$ cat src/rtl/sumnb_serial_if.sv
// Operand/result bundle for the serial adder: request side drives start and operands,
// the adder answers with busy/done and the registered result.
// No flow control beyond start/busy/done; the adder ignores start while busy.
interface sumnb_serial_if #(
  parameter int WIDTH = 8
);
  logic             start;
  logic [WIDTH-1:0] A;
  logic [WIDTH-1:0] B;
  logic             Ci;
  logic             busy;
  logic             done;
  logic [WIDTH-1:0] S;
  logic             Cout;
  logic             V;

  modport master (
    output start, A, B, Ci,
    input  busy, done, S, Cout, V
  );

  modport slave (
    input  start, A, B, Ci,
    output busy, done, S, Cout, V
  );
endinterface

$ cat src/rtl/sumnb_serial.sv
// Multi-cycle WIDTH-bit adder: STEP bits per clock, LSB chunk first, registered carry.
// Latency N = WIDTH/STEP cycles from the accepting edge to the done pulse.
// start is sampled only in IDLE; requests while busy are dropped, outputs hold the last result.
module sumnb_serial #(
  parameter int WIDTH = 8,
  parameter int STEP  = 1
) (
  input logic           clk,
  input logic           rst_n,
  sumnb_serial_if.slave bus
);
  localparam int N  = WIDTH / STEP;
  localparam int CW = (N > 1) ? $clog2(N) : 1;

  typedef enum logic {IDLE, RUN} state_t;

  state_t           state_q;
  logic [WIDTH-1:0] a_q, b_q, psum_q, s_q;
  logic [CW-1:0]    cnt_q;
  logic             carry_q, busy_q, done_q, cout_q, v_q;

  logic [STEP:0]    chunk_sum;
  logic [WIDTH-1:0] psum_d;
  logic             last_chunk;
  logic             msb_carry_in;

  // One STEP-bit full-adder slice on the low chunk of the shifting operands.
  always_comb begin
    chunk_sum    = {1'b0, a_q[STEP-1:0]} + {1'b0, b_q[STEP-1:0]} + {{STEP{1'b0}}, carry_q};
    // New chunk enters at the top so that after N chunks the LSB chunk sits at bit 0.
    psum_d       = WIDTH'({chunk_sum[STEP-1:0], psum_q} >> STEP);
    last_chunk   = (cnt_q == CW'(N - 1));
    // On the last chunk its top bit is the result MSB; the carry into it is recovered
    // from the operand bits and the sum bit.
    msb_carry_in = a_q[STEP-1] ^ b_q[STEP-1] ^ chunk_sum[STEP-1];
  end

  // Control FSM plus datapath registers; results are only written on the completion edge.
  always_ff @(posedge clk or negedge rst_n) begin
    if (!rst_n) begin
      state_q <= IDLE;
      a_q     <= '0;
      b_q     <= '0;
      psum_q  <= '0;
      s_q     <= '0;
      cnt_q   <= '0;
      carry_q <= 1'b0;
      busy_q  <= 1'b0;
      done_q  <= 1'b0;
      cout_q  <= 1'b0;
      v_q     <= 1'b0;
    end else begin
      done_q <= 1'b0;
      case (state_q)
        IDLE: begin
          if (bus.start) begin
            a_q     <= bus.A;
            b_q     <= bus.B;
            carry_q <= bus.Ci;
            psum_q  <= '0;
            cnt_q   <= '0;
            busy_q  <= 1'b1;
            state_q <= RUN;
          end
        end
        RUN: begin
          a_q     <= a_q >> STEP;
          b_q     <= b_q >> STEP;
          psum_q  <= psum_d;
          carry_q <= chunk_sum[STEP];
          cnt_q   <= cnt_q + CW'(1);
          if (last_chunk) begin
            s_q     <= psum_d;
            cout_q  <= chunk_sum[STEP];
            v_q     <= msb_carry_in ^ chunk_sum[STEP];
            done_q  <= 1'b1;
            busy_q  <= 1'b0;
            state_q <= IDLE;
          end
        end
        default: state_q <= IDLE;
      endcase
    end
  end

  assign bus.busy = busy_q;
  assign bus.done = done_q;
  assign bus.S    = s_q;
  assign bus.Cout = cout_q;
  assign bus.V    = v_q;
endmodule

$ cat src/flat_wrapper.sv
// flat-port wrapper written by rule: the top's interface ports become plain ports
module sumnb_serial_flat 
#(
  parameter int WIDTH = 8,
  parameter int STEP  = 1
)
  (clk, rst_n, bus_start, bus_A, bus_B, bus_Ci, bus_busy, bus_done, bus_S, bus_Cout, bus_V);
  sumnb_serial_if #(.WIDTH(WIDTH)) bus_i ();
  input logic clk;
  input logic rst_n;
  input wire logic [$bits(bus_i.start)-1:0] bus_start;
  input wire logic [$bits(bus_i.A)-1:0] bus_A;
  input wire logic [$bits(bus_i.B)-1:0] bus_B;
  input wire logic [$bits(bus_i.Ci)-1:0] bus_Ci;
  output wire logic [$bits(bus_i.busy)-1:0] bus_busy;
  output wire logic [$bits(bus_i.done)-1:0] bus_done;
  output wire logic [$bits(bus_i.S)-1:0] bus_S;
  output wire logic [$bits(bus_i.Cout)-1:0] bus_Cout;
  output wire logic [$bits(bus_i.V)-1:0] bus_V;
  assign bus_i.start = bus_start;
  assign bus_i.A = bus_A;
  assign bus_i.B = bus_B;
  assign bus_i.Ci = bus_Ci;
  assign bus_busy = bus_i.busy;
  assign bus_done = bus_i.done;
  assign bus_S = bus_i.S;
  assign bus_Cout = bus_i.Cout;
  assign bus_V = bus_i.V;
  sumnb_serial #(.WIDTH(WIDTH), .STEP(STEP)) u_core (.clk(clk), .rst_n(rst_n), .bus(bus_i));
endmodule
$ cat config.mk
export PLATFORM = sky130hd
export DESIGN_NAME = sumnb_serial_flat
export DESIGN_NICKNAME = d
export VERILOG_FILES = /design/src/rtl/sumnb_serial_if.sv /design/src/rtl/sumnb_serial.sv /design/src/flat_wrapper.sv
export SDC_FILE = /design/constraint.sdc
export NUM_CORES = 1
export LEC_CHECK = 0
export CORE_MARGIN = 2
export CORE_UTILIZATION = 46
export CTS_CLUSTER_SIZE = 14
export DETAILED_ROUTE_END_ITERATION = 10
export PLACE_DENSITY_LB_ADDON = 0.15
export SLEW_MARGIN = 10
export SYNTH_ARGS = -nofsm -noshare
export SYNTH_HDL_FRONTEND = slang
export SYNTH_SLANG_ARGS = --single-unit
$ cat constraint.sdc
create_clock -name clk -period 1.4 [get_ports clk]
set_input_delay 0.21 -clock clk [delete_from_list [all_inputs] [get_ports clk]]
set_output_delay 0.21 -clock clk [all_outputs]
set_load 0.05 [all_outputs]
==> results.toml, run 1 <==
[timing]
fin_crit_ps = 1510
tightest_slew_ps = 418
max_slew_margin = 0.720
slew_violations = 0
setup_slack_ps = -111
rsz0062_at_grt = "yes"
period_share = 1.08
hold_slack_ps = 365
finalSetupViolations = 4
finalHoldViolations = 0
timing.fmax_mhz = 662
skew_ps = 5.29

[synthesis]
syn-cell-area_mm2 = 0.00176
ys_seq_area_frac = 0.570
synthSimpleGateAreaFrac = 0.0634
avgSynthCellArea_um2 = 12.5
ys_ff_latch = 40
synth_compound_area_frac = 0.0876
yosys.cell_types.count = 19
synth_top_family_by_area = "multiplexers"
syn_nets = 164
syn_inst = 140
synthMuxAreaShare = 0.182
synth_warnings = 0
synth_xor_area_frac = 0.0150
synth_adder_area_share = 0.0328

[cells_and_area]
area_growth_pct = 41.6
layout_commonest_cell = "dfrtp_1"
finalNonFillerCells = 238
fillerInstances = 268
stdcell_area_mm2 = 0.00249
n_antenna_cell = 0
layout_common_cells = "dfrtp_1, nand2_1, mux2i_1, o21ai_0, clkdlybuf4s50_1"
drive_above_1_share = 0.289
nNetsFinal = 213

[clock_tree]
htree_levels = 2
clock_latency_ps = 290
cts_tree = "yes"
cts_sinks = 40
ctsRootBufferMaster = "clkbuf_8"
cts_max_path_buffers = 2
clk_pin_slew_ps = 80
cts_made_buffers = 5

[power]
p_leak_nw = 1.20
p_seq_frac = 0.350
finalPower_mw = 5.85
pwr-share-comb = 0.492
power_density_mw_per_mm2 = 2350
p_sw_frac = 0.360
p_int_mw = 3.74
pwr-share-clk = 0.158
peakVddDrop_mv = 1.17
power.switching_mw = 2.11

[drt]
viasPerCell = 4.93
vias = 1174
wl_um = 3340
wl_per_cell_um = 14.0
drc = 0
drt_pre_antenna_iters = 4
ant_nets = 0
drt_iter0_markers = 45

[floorplan]
die_y_um = 65.8
num_io_pins = 32
die-area_mm2 = 0.00433
die_w_um = 65.8
num_rows = 22
core_mm2 = 0.00366
initial_core_util = 0.480

[worst_setup_path]
cp_max_fo = 2
path_common_cell = "buf_4"
crit_type = "reg2reg"
cp-start-kind = "register"
crit_chain = "fa_2 -> buf_4 -> buf_4 -> a22o_1"
cp_slowest_stage_delay_ps = 520
crit_start = "u_core.carry_q$_DFFE_PN0P_"
required_ps = 1580
worstSetupEndpointType = "register"
slowest_stage = "fa_2"
worst_ep_arrival_time_ps = 1690
r2r-start = "u_core.carry_q$_DFFE_PN0P_"

[outcome]
violations = "setup timing"
status = "finished, violations left"

[place]
dp_cells = 224
dpl-instance-area_mm2 = 0.00229
dp_hpwl_um = 2450
gp_congestion = 0.700
port_buffers = 31

[global_route]
grt_overflow = 0
antenna_found_initial = 0
grt_max_degree = 30
grt_pass1_wl_um = 5740
grtUsageTotal = 0.178
first_global_vias = 1232

[min_path]
hold_class = "in2async"

[run]
drv_cap = 0
-- per-layer routing --
| layer | vias to the layer above | global-route usage | part of all wire |
|---|---|---|---|
| met2 | 26 | 0.302 | 0.52 |
| met5 | - | 0 | 0 |
| met4 | 0 | 0.0547 | 0.013 |
| met1 | 562 | 0.223 | 0.43 |
| li1 | 580 | - | - |
| met3 | 6 | 0.0460 | 0.034 |
-- critical path, delay by kind of cell, from the launching register on --
kind,cells,cell delay [ps]
buf+inv,2,280
fa+ha+maj,1,520
compound gates,1,210
flops,1,410
-- cell families after synthesis --
family,Yosys count
DFF,40
adders and majority gates,4
and+or+nand+nor,27
muxes,28
AOI/OAI and AO/OA,26
buffers and inverters,12
xor gates and xnor gates,3
-- synthesized netlist by cell type --
| cell type | instances | share of area |
|---|---|---|
| buf_6 | 4 | 0.026 |
| o22ai_1 | 1 | 0.0036 |
| dfrtp_1 | 40 | 0.57 |
| mux2_4 | 7 | 0.060 |
| nand2_1 | 19 | 0.041 |
| nand2b_1 | 3 | 0.011 |
| fa_1 | 1 | 0.011 |
| a22o_1 | 6 | 0.030 |
| clkbuf_1 | 1 | 0.0021 |
| xnor2_1 | 3 | 0.015 |
| mux2i_1 | 18 | 0.10 |
| ha_1 | 3 | 0.021 |
| inv_1 | 3 | 0.0064 |
| buf_2 | 1 | 0.0028 |
| o21ai_0 | 19 | 0.054 |
| mux2_2 | 3 | 0.019 |
| nor2_1 | 4 | 0.0085 |
| buf_4 | 3 | 0.013 |
| nand2_2 | 1 | 0.0036 |
-- area by class of cell --
class	instances	area [µm²]	area share
sequential	40	1000	0.402
inverter	3	11.3	0.00453
timing repair buffer	51	598	0.240
clock inverter	3	42.5	0.0171
tap	48	60.1	0.0241
multi-input combinational	88	706	0.284
clock buffer	5	68.8	0.0277
-- registers in the layout, indices dropped and copies added (netlist names) --
name and count:
u_core.b_q 8, u_core.a_q 8, u_core.bus.V 1, u_core.psum_q 7, u_core.bus.done 1, u_core.bus.Cout 1, u_core.carry_q 1, u_core.cnt_q 3
u_core.state_q 1, u_core.bus.busy 1, u_core.bus.S 8
-- timing repair --
action	4_1_cts	5_1_grt
pin swaps	3	3
hold buffers	1	0
hold endpoints to repair	15	0
setup endpoints to repair	11	11
resized for setup	8	0
setup buffers	3	2
-- path summary, 6_finish.rpt --
check	slack [ps]	endpoint	cells past startpoint
min in group clk	490	u_core.b_q[0]$_DFFE_PN0P_	2
max in group asynchronous	530	u_core.a_q[7]$_DFFE_PN0P_	3
hold reg to reg	490	u_core.b_q[0]$_DFFE_PN0P_	2
setup / recovery	-110	u_core.psum_q[7]$_DFFE_PN0P_	4
setup reg to reg	-110	u_core.psum_q[7]$_DFFE_PN0P_	4
hold / removal	360	u_core.bus.S[1]$_DFFE_PN0P_	2
-- power groups by stage --
| stage | Combinational, mW | Sequential [mW] | Clock [mW] |
|---|---|---|---|
| global placement | 2.56 | 2.01 | 0 |
| detailed placement | 2.66 | 2.05 | 0 |
| global route | 3.11 | 2.12 | 1.01 |
| CTS | 2.84 | 2.05 | 0.949 |
| finish | 2.88 | 2.05 | 0.922 |
| floorplan | 1.18 | 2.40 | 0 |
-- through the flow --
step	util	worst slack, ps	TNS [ps]
after floorplan	-	-9.83	-9.83
after global placement	0.625	-61.7	-622
after detailed placement	0.625	-117	-1860
after CTS	0.675	-96.3	-96.8
after global routing	0.679	-152	-567
final	0.679	-111	-244
Note: power is estimated with default switching activity, not from simulation.
==> run 2, diff against run 1 <==
Settings changed: ABC_AREA set to 1.
==> run 2 against run 1 <==
Critical endpoint is now u_core.bus.V$_DFFE_PN0P_. Non-clock buffer count decreased by 5. Final cell count increased by 15%. Sequential power decreased by 6%. Setup slack improved by 85 ps. Fmax increased by 5.9%. The flow still finishes with violations (setup timing). Die area decreased by 2.8%. Worst hold slack improved by 49 ps. Via count increased by 14%. Final area decreased by 3.8%. Critical path type unchanged.
==> results.toml, run 2 <==
[power]
p_int_mw = 3.25
pwr-share-comb = 0.497
pwr-share-clk = 0.144
finalPower_mw = 5.36
p_seq_frac = 0.360
p_leak_nw = 1.16
power.switching_mw = 2.12
power_density_mw_per_mm2 = 2240
p_sw_frac = 0.394
peakVddDrop_mv = 0.895

[synthesis]
synth_edf_count = 0
yosysTopAreaCell = "dfrtp_1"
ys_ff_latch = 40
synth_warnings = 0
avgSynthCellArea_um2 = 9.63
synthTopCellsByCount = "nand2_1, dfrtp_1, inv_1, o21ai_0, nand3_1"
yosysMostFrequentCell = "nand2_1"
synth_ff_type = "dfrtp_1"
synth.area.top_cells = "dfrtp_1, nand2_1, o21ai_0"
synth_top_area_share = 0.587
syn_inst = 177
syn_nets = 201
ys_async_sr_fraction = 1.00
yosys.cell_types.count = 21
syn-cell-area_mm2 = 0.00170
ys_seq_area_frac = 0.587

[drt]
drt_iter0_markers = 64
vias = 1344
drc = 0
drt_pre_antenna_iters = 4
ant_nets = 0
viasPerCell = 4.92
wl_per_cell_um = 11.9
wl_um = 3240

[timing]
finalSetupViolations = 2
tightest_slew_ps = 278
rsz0062_at_grt = "yes"
slew_violations = 0
fin_crit_ps = 1430
skew_ps = 6.68
period_share = 1.02
setup_slack_ps = -26.5
max_slew_margin = 0.814
tns_ps = -33.2
finalHoldViolations = 0
timing.fmax_mhz = 701

[clock_tree]
clock_latency_ps = 290
clk_pin_slew_ps = 80
cts_max_path_buffers = 2
cts_made_buffers = 5
cts_sinks = 40
ctsRootBufferMaster = "clkbuf_8"
htree_levels = 2
cts_tree = "yes"

[cells_and_area]
drive_above_1_share = 0.218
stdcell_area_mm2 = 0.00239
nNetsFinal = 248
n_antenna_cell = 0
area_growth_pct = 40.4
seqCellArea_mm2 = 0.00100
layout_common_cells = "nand2_1, dfrtp_1, clkdlybuf4s50_1, buf_12, buf_4"
multiInputGateArea_um2 = 613
layout_commonest_cell = "nand2_1"
fillerInstances = 296
finalNonFillerCells = 273

[min_path]
hold_class = "in2async"

[global_route]
antenna_found_initial = 0
grt_overflow = 0
first_global_vias = 1316
grtUsageTotal = 0.177
grt_pass1_wl_um = 5640
grt_max_degree = 41

[worst_setup_path]
required_ps = 1590
cp_max_fo = 3
cp-start-kind = "register"
worstSetupEndpointType = "register"
crit_type = "reg2reg"
worst_ep_arrival_time_ps = 1610

[floorplan]
num_rows = 22
initial_core_util = 0.473
die_y_um = 64.9
die-area_mm2 = 0.00421
die_w_um = 64.9
num_io_pins = 32
core_mm2 = 0.00361

[place]
port_buffers = 31
dp_hpwl_um = 2300
dp_cells = 262
dpl-instance-area_mm2 = 0.00226
gp_congestion = 0.769

[run]
drv_cap = 0

[outcome]
violations = "setup timing"
status = "finished, violations left"
-- run 2: changes by cell type after synthesis, moves of 4 or more --
| cell | change |
|---|---|
| nand3_1 | +10 |
| a22o_1 | -4 |
| nand2_1 | +50 |
| o21ai_0 | -8 |
| o211ai_1 | +4 |
| mux2_4 | -7 |
| mux2i_1 | -18 |
| inv_1 | +10 |
| o22ai_1 | +6 |
-- run 2: per-stage QoR --
step | worst slack [ps] | utilization | hold WS [ps]
after floorplan | 49.0 | - | -85.6
after detailed placement | -50.6 | 0.626 | 201
after global routing | -91.5 | 0.663 | 433
after CTS | -12.4 | 0.658 | 429
final | -26.5 | 0.663 | 414
after global placement | 8.65 | 0.626 | 191
-- run 2: per-layer routing --
layer / global-route usage / up-vias / part of all wire
met5: 0 / - / 0
met4: 0.0851 / 0 / 0.025
met3: 0.0608 / 9 / 0.049
met2: 0.290 / 29 / 0.51
met1: 0.207 / 645 / 0.42
li1: - / 661 / -
-- run 2: cells by family (layout without fill, tap and decap cells) --
kind of cell               Yosys count  count (layout)  synth area share
adders and majority gates            4               4            0.0338
AOI/OAI and AO/OA                   26              26            0.0947
DFF                                 40              40             0.587
buffers and inverters               22              70            0.0631
and+or+nand+nor                     85              85             0.221
-- run 2: area by class of cell --
| type | instances | share of cell area |
|---|---|---|
| flip-flops and latches | 40 | 0.418 |
| multi-input cells | 115 | 0.256 |
| repair buffers | 46 | 0.236 |
| clock buffers | 6 | 0.0345 |
| inverters | 16 | 0.0251 |
| well taps | 48 | 0.0251 |
| clock inverters | 2 | 0.00418 |
-- run 2: worst max-delay path, stage by stage, from the launching register on --
cell and delay [ps]:
dfrtp_1 410, fa_1 530, inv_2 90, nand2_1 50, nand2_1 70, nand2_1 70, nand3_2 70, nand2_1 40
-- run 2: timing repair --
item	CTS	global route
hold buffers	1	0
setup buffers	1	1
gates resized for setup	4	3
hold endpoints to repair	40	0
endpoints found under the setup margin	1	12
gates cloned	0	0
pin swaps	8	5
-- run 2: worst paths after layout --
kind                                              from                           to  slack, ps  cells past startpoint
hold / removal                                   rst_n  u_core.bus.S[1]$_DFFE_PN0P_        410                      3
setup / recovery            u_core.carry_q$_DFFE_PN0P_     u_core.bus.V$_DFFE_PN0P_        -30                      7
setup reg to reg            u_core.carry_q$_DFFE_PN0P_     u_core.bus.V$_DFFE_PN0P_        -30                      7
min in group clk                              bus_A[6]    u_core.a_q[6]$_DFFE_PN0P_        470                      3
max in group asynchronous                        rst_n    u_core.a_q[1]$_DFFE_PN0P_        790                      3
hold reg to reg            u_core.cnt_q[0]$_DFFE_PN0P_  u_core.cnt_q[0]$_DFFE_PN0P_        490                      1
-- run 2: power by group through the flow --
stage | Clock [mW] | Sequential (mW) | Combinational (mW)
after global placement | 0 | 1.93 | 2.45
after CTS | 0.787 | 1.93 | 2.63
after detailed placement | 0 | 1.95 | 2.52
after global routing | 0.864 | 1.99 | 2.88
after floorplan | 0 | 2.27 | 1.12
final | 0.771 | 1.93 | 2.66
==> run 3, diff against run 2 <==
Settings changed: TNS_END_PERCENT set to 10.
==> run 3 against run 2 <==
Clock power is essentially flat. Register-to-register slack is essentially flat. Clock-buffer cell count is the same. Non-clock buffer count is the same. The run still ends with setup timing left. Power shrank 0.27%. Final area shrank 0.16%. Global-route usage is the same. Largest cell class unchanged.
==> results.toml, run 3 (synthesized netlist as in run 2, its figures left out) <==
[floorplan]
die_y_um = 64.9
die-area_mm2 = 0.00421
die_w_um = 64.9
core_mm2 = 0.00361
initial_core_util = 0.473
num_rows = 22
num_io_pins = 32

[global_route]
grt_overflow = 0
antenna_found_initial = 0
met2_usage = 0.290
first_global_vias = 1316
grt_pass1_wl_um = 5640
grtUsageMet3 = 0.0608
grtUsageTotal = 0.177
use_met1 = 0.207
grt_max_degree = 41
grt_busiest_layer = "met2"

[drt]
wl_um = 3230
ant_nets = 0
viasPerCell = 4.92
wl_per_cell_um = 11.8
drt_iter0_markers = 51
drc = 0
drt_pre_antenna_iters = 4
vias = 1344

[timing]
period_share = 1.02
fin_crit_ps = 1430
tightest_slew_ps = 278
finalSetupViolations = 2
tns_ps = -28.0
slew_violations = 0
max_slew_margin = 0.814
rsz0062_at_grt = "yes"
finalHoldViolations = 0
setup_slack_ps = -25.2
timing.fmax_mhz = 702
skew_ps = 6.66

[cells_and_area]
final_core_util = 0.662
layout_commonest_cell = "nand2_1"
multiInputGateArea_um2 = 609
seqCellArea_mm2 = 0.00100
drive_above_1_share = 0.213
fillerInstances = 298
layout_common_cells = "nand2_1, dfrtp_1, clkdlybuf4s50_1, buf_12, buf_4"
n_antenna_cell = 0
nNetsFinal = 248
area_growth_pct = 40.2

[worst_setup_path]
worst_ep_arrival_time_ps = 1610
path_common_cell = "nand2_1"
cp_slowest_stage_delay_ps = 530
crit_family = "adder cells"
cp_max_fo = 3
worstSetupEndpointType = "register"
slowest_stage = "fa_1"
required_ps = 1590
cp-start-kind = "register"
crit_chain = "fa_1 -> inv_2 -> nand2_1 -> nand2_1 -> nand2_1 -> nand3_2 -> nand2_1"
crit_buf_inv = 1
crit_type = "reg2reg"

[clock_tree]
cts_tree = "yes"
ctsRootBufferMaster = "clkbuf_8"
cts_made_buffers = 5
clock_latency_ps = 290
cts_max_path_buffers = 2
cts_sinks = 40
htree_levels = 2
clk_pin_slew_ps = 80

[place]
dp_hpwl_um = 2300
gp_congestion = 0.769
port_buffers = 31

[power]
pwr-share-comb = 0.495
p_sw_frac = 0.393
p_seq_frac = 0.361
p_int_mw = 3.24
peakVddDrop_mv = 0.895
pwr-share-clk = 0.144
p_leak_nw = 1.16
power_density_mw_per_mm2 = 2240
finalPower_mw = 5.35
power.switching_mw = 2.10

[outcome]
violations = "setup timing"
status = "finished, violations left"

[run]
drv_cap = 0

[min_path]
hold_class = "in2async"
## run 3: final timing paths
kind	startpoint	to	slack [ps]	cells after the start
setup reg to reg	u_core.carry_q$_DFFE_PN0P_	u_core.bus.V$_DFFE_PN0P_	-30	7
max in group asynchronous	rst_n	u_core.a_q[1]$_DFFE_PN0P_	790	3
setup / recovery	u_core.carry_q$_DFFE_PN0P_	u_core.bus.V$_DFFE_PN0P_	-30	7
hold reg to reg	u_core.cnt_q[0]$_DFFE_PN0P_	u_core.cnt_q[0]$_DFFE_PN0P_	490	1
min in group clk	bus_A[6]	u_core.a_q[6]$_DFFE_PN0P_	470	3
hold / removal	rst_n	u_core.bus.S[1]$_DFFE_PN0P_	410	3
## run 3: final cells by class
type,instances,share of cell area
clock inverters,2,0.00419
inverters,16,0.0251
flip-flops and latches,40,0.419
multi-input cells,115,0.255
well taps,48,0.0251
clock buffers,6,0.0346
repair buffers,46,0.237
## run 3: repair_timing
item	in CTS	in global routing
gates resized for setup	4	2
setup buffers	1	1
pin swaps	8	4
endpoints found under the setup margin	1	12
hold buffers	1	0
endpoints found under the hold margin	40	0
## run 3: worst reg2reg max path: cells and delay by family (launching register included)
kind | cells | cell delay [ps]
adder cells (fa/ha/maj) | 1 | 530
buffers and inverters | 1 | 90
flip-flops | 1 | 410
AND/OR/NAND/NOR | 5 | 300
## run 3: per-layer routing
layer	part of all wire	wire length, µm
met5	0	0
met4	0.025	80
met3	0.049	159
met2	0.51	1650
met1	0.42	1340
## run 3: power groups by stage
stage	Clock, mW	Combinational, mW	Sequential (mW)
3_5_place_dp	0	2.52	1.95
2_1_floorplan	0	1.12	2.27
6_report	0.771	2.65	1.93
5_1_grt	0.864	2.87	1.99
3_3_place_gp	0	2.45	1.93
4_1_cts	0.787	2.63	1.93
## run 3: metrics by stage
step	cell area, µm²	hold WS [ps]	setup slack (ps)	cells
3_3_place_gp	2260	191	8.65	262
2_1_floorplan	1700	-85.6	49.0	177
5_1_grt	2390	433	-91.5	273
4_1_cts	2370	429	-12.4	272
3_5_place_dp	2260	201	-50.6	262
6_report	2390	414	-25.2	273
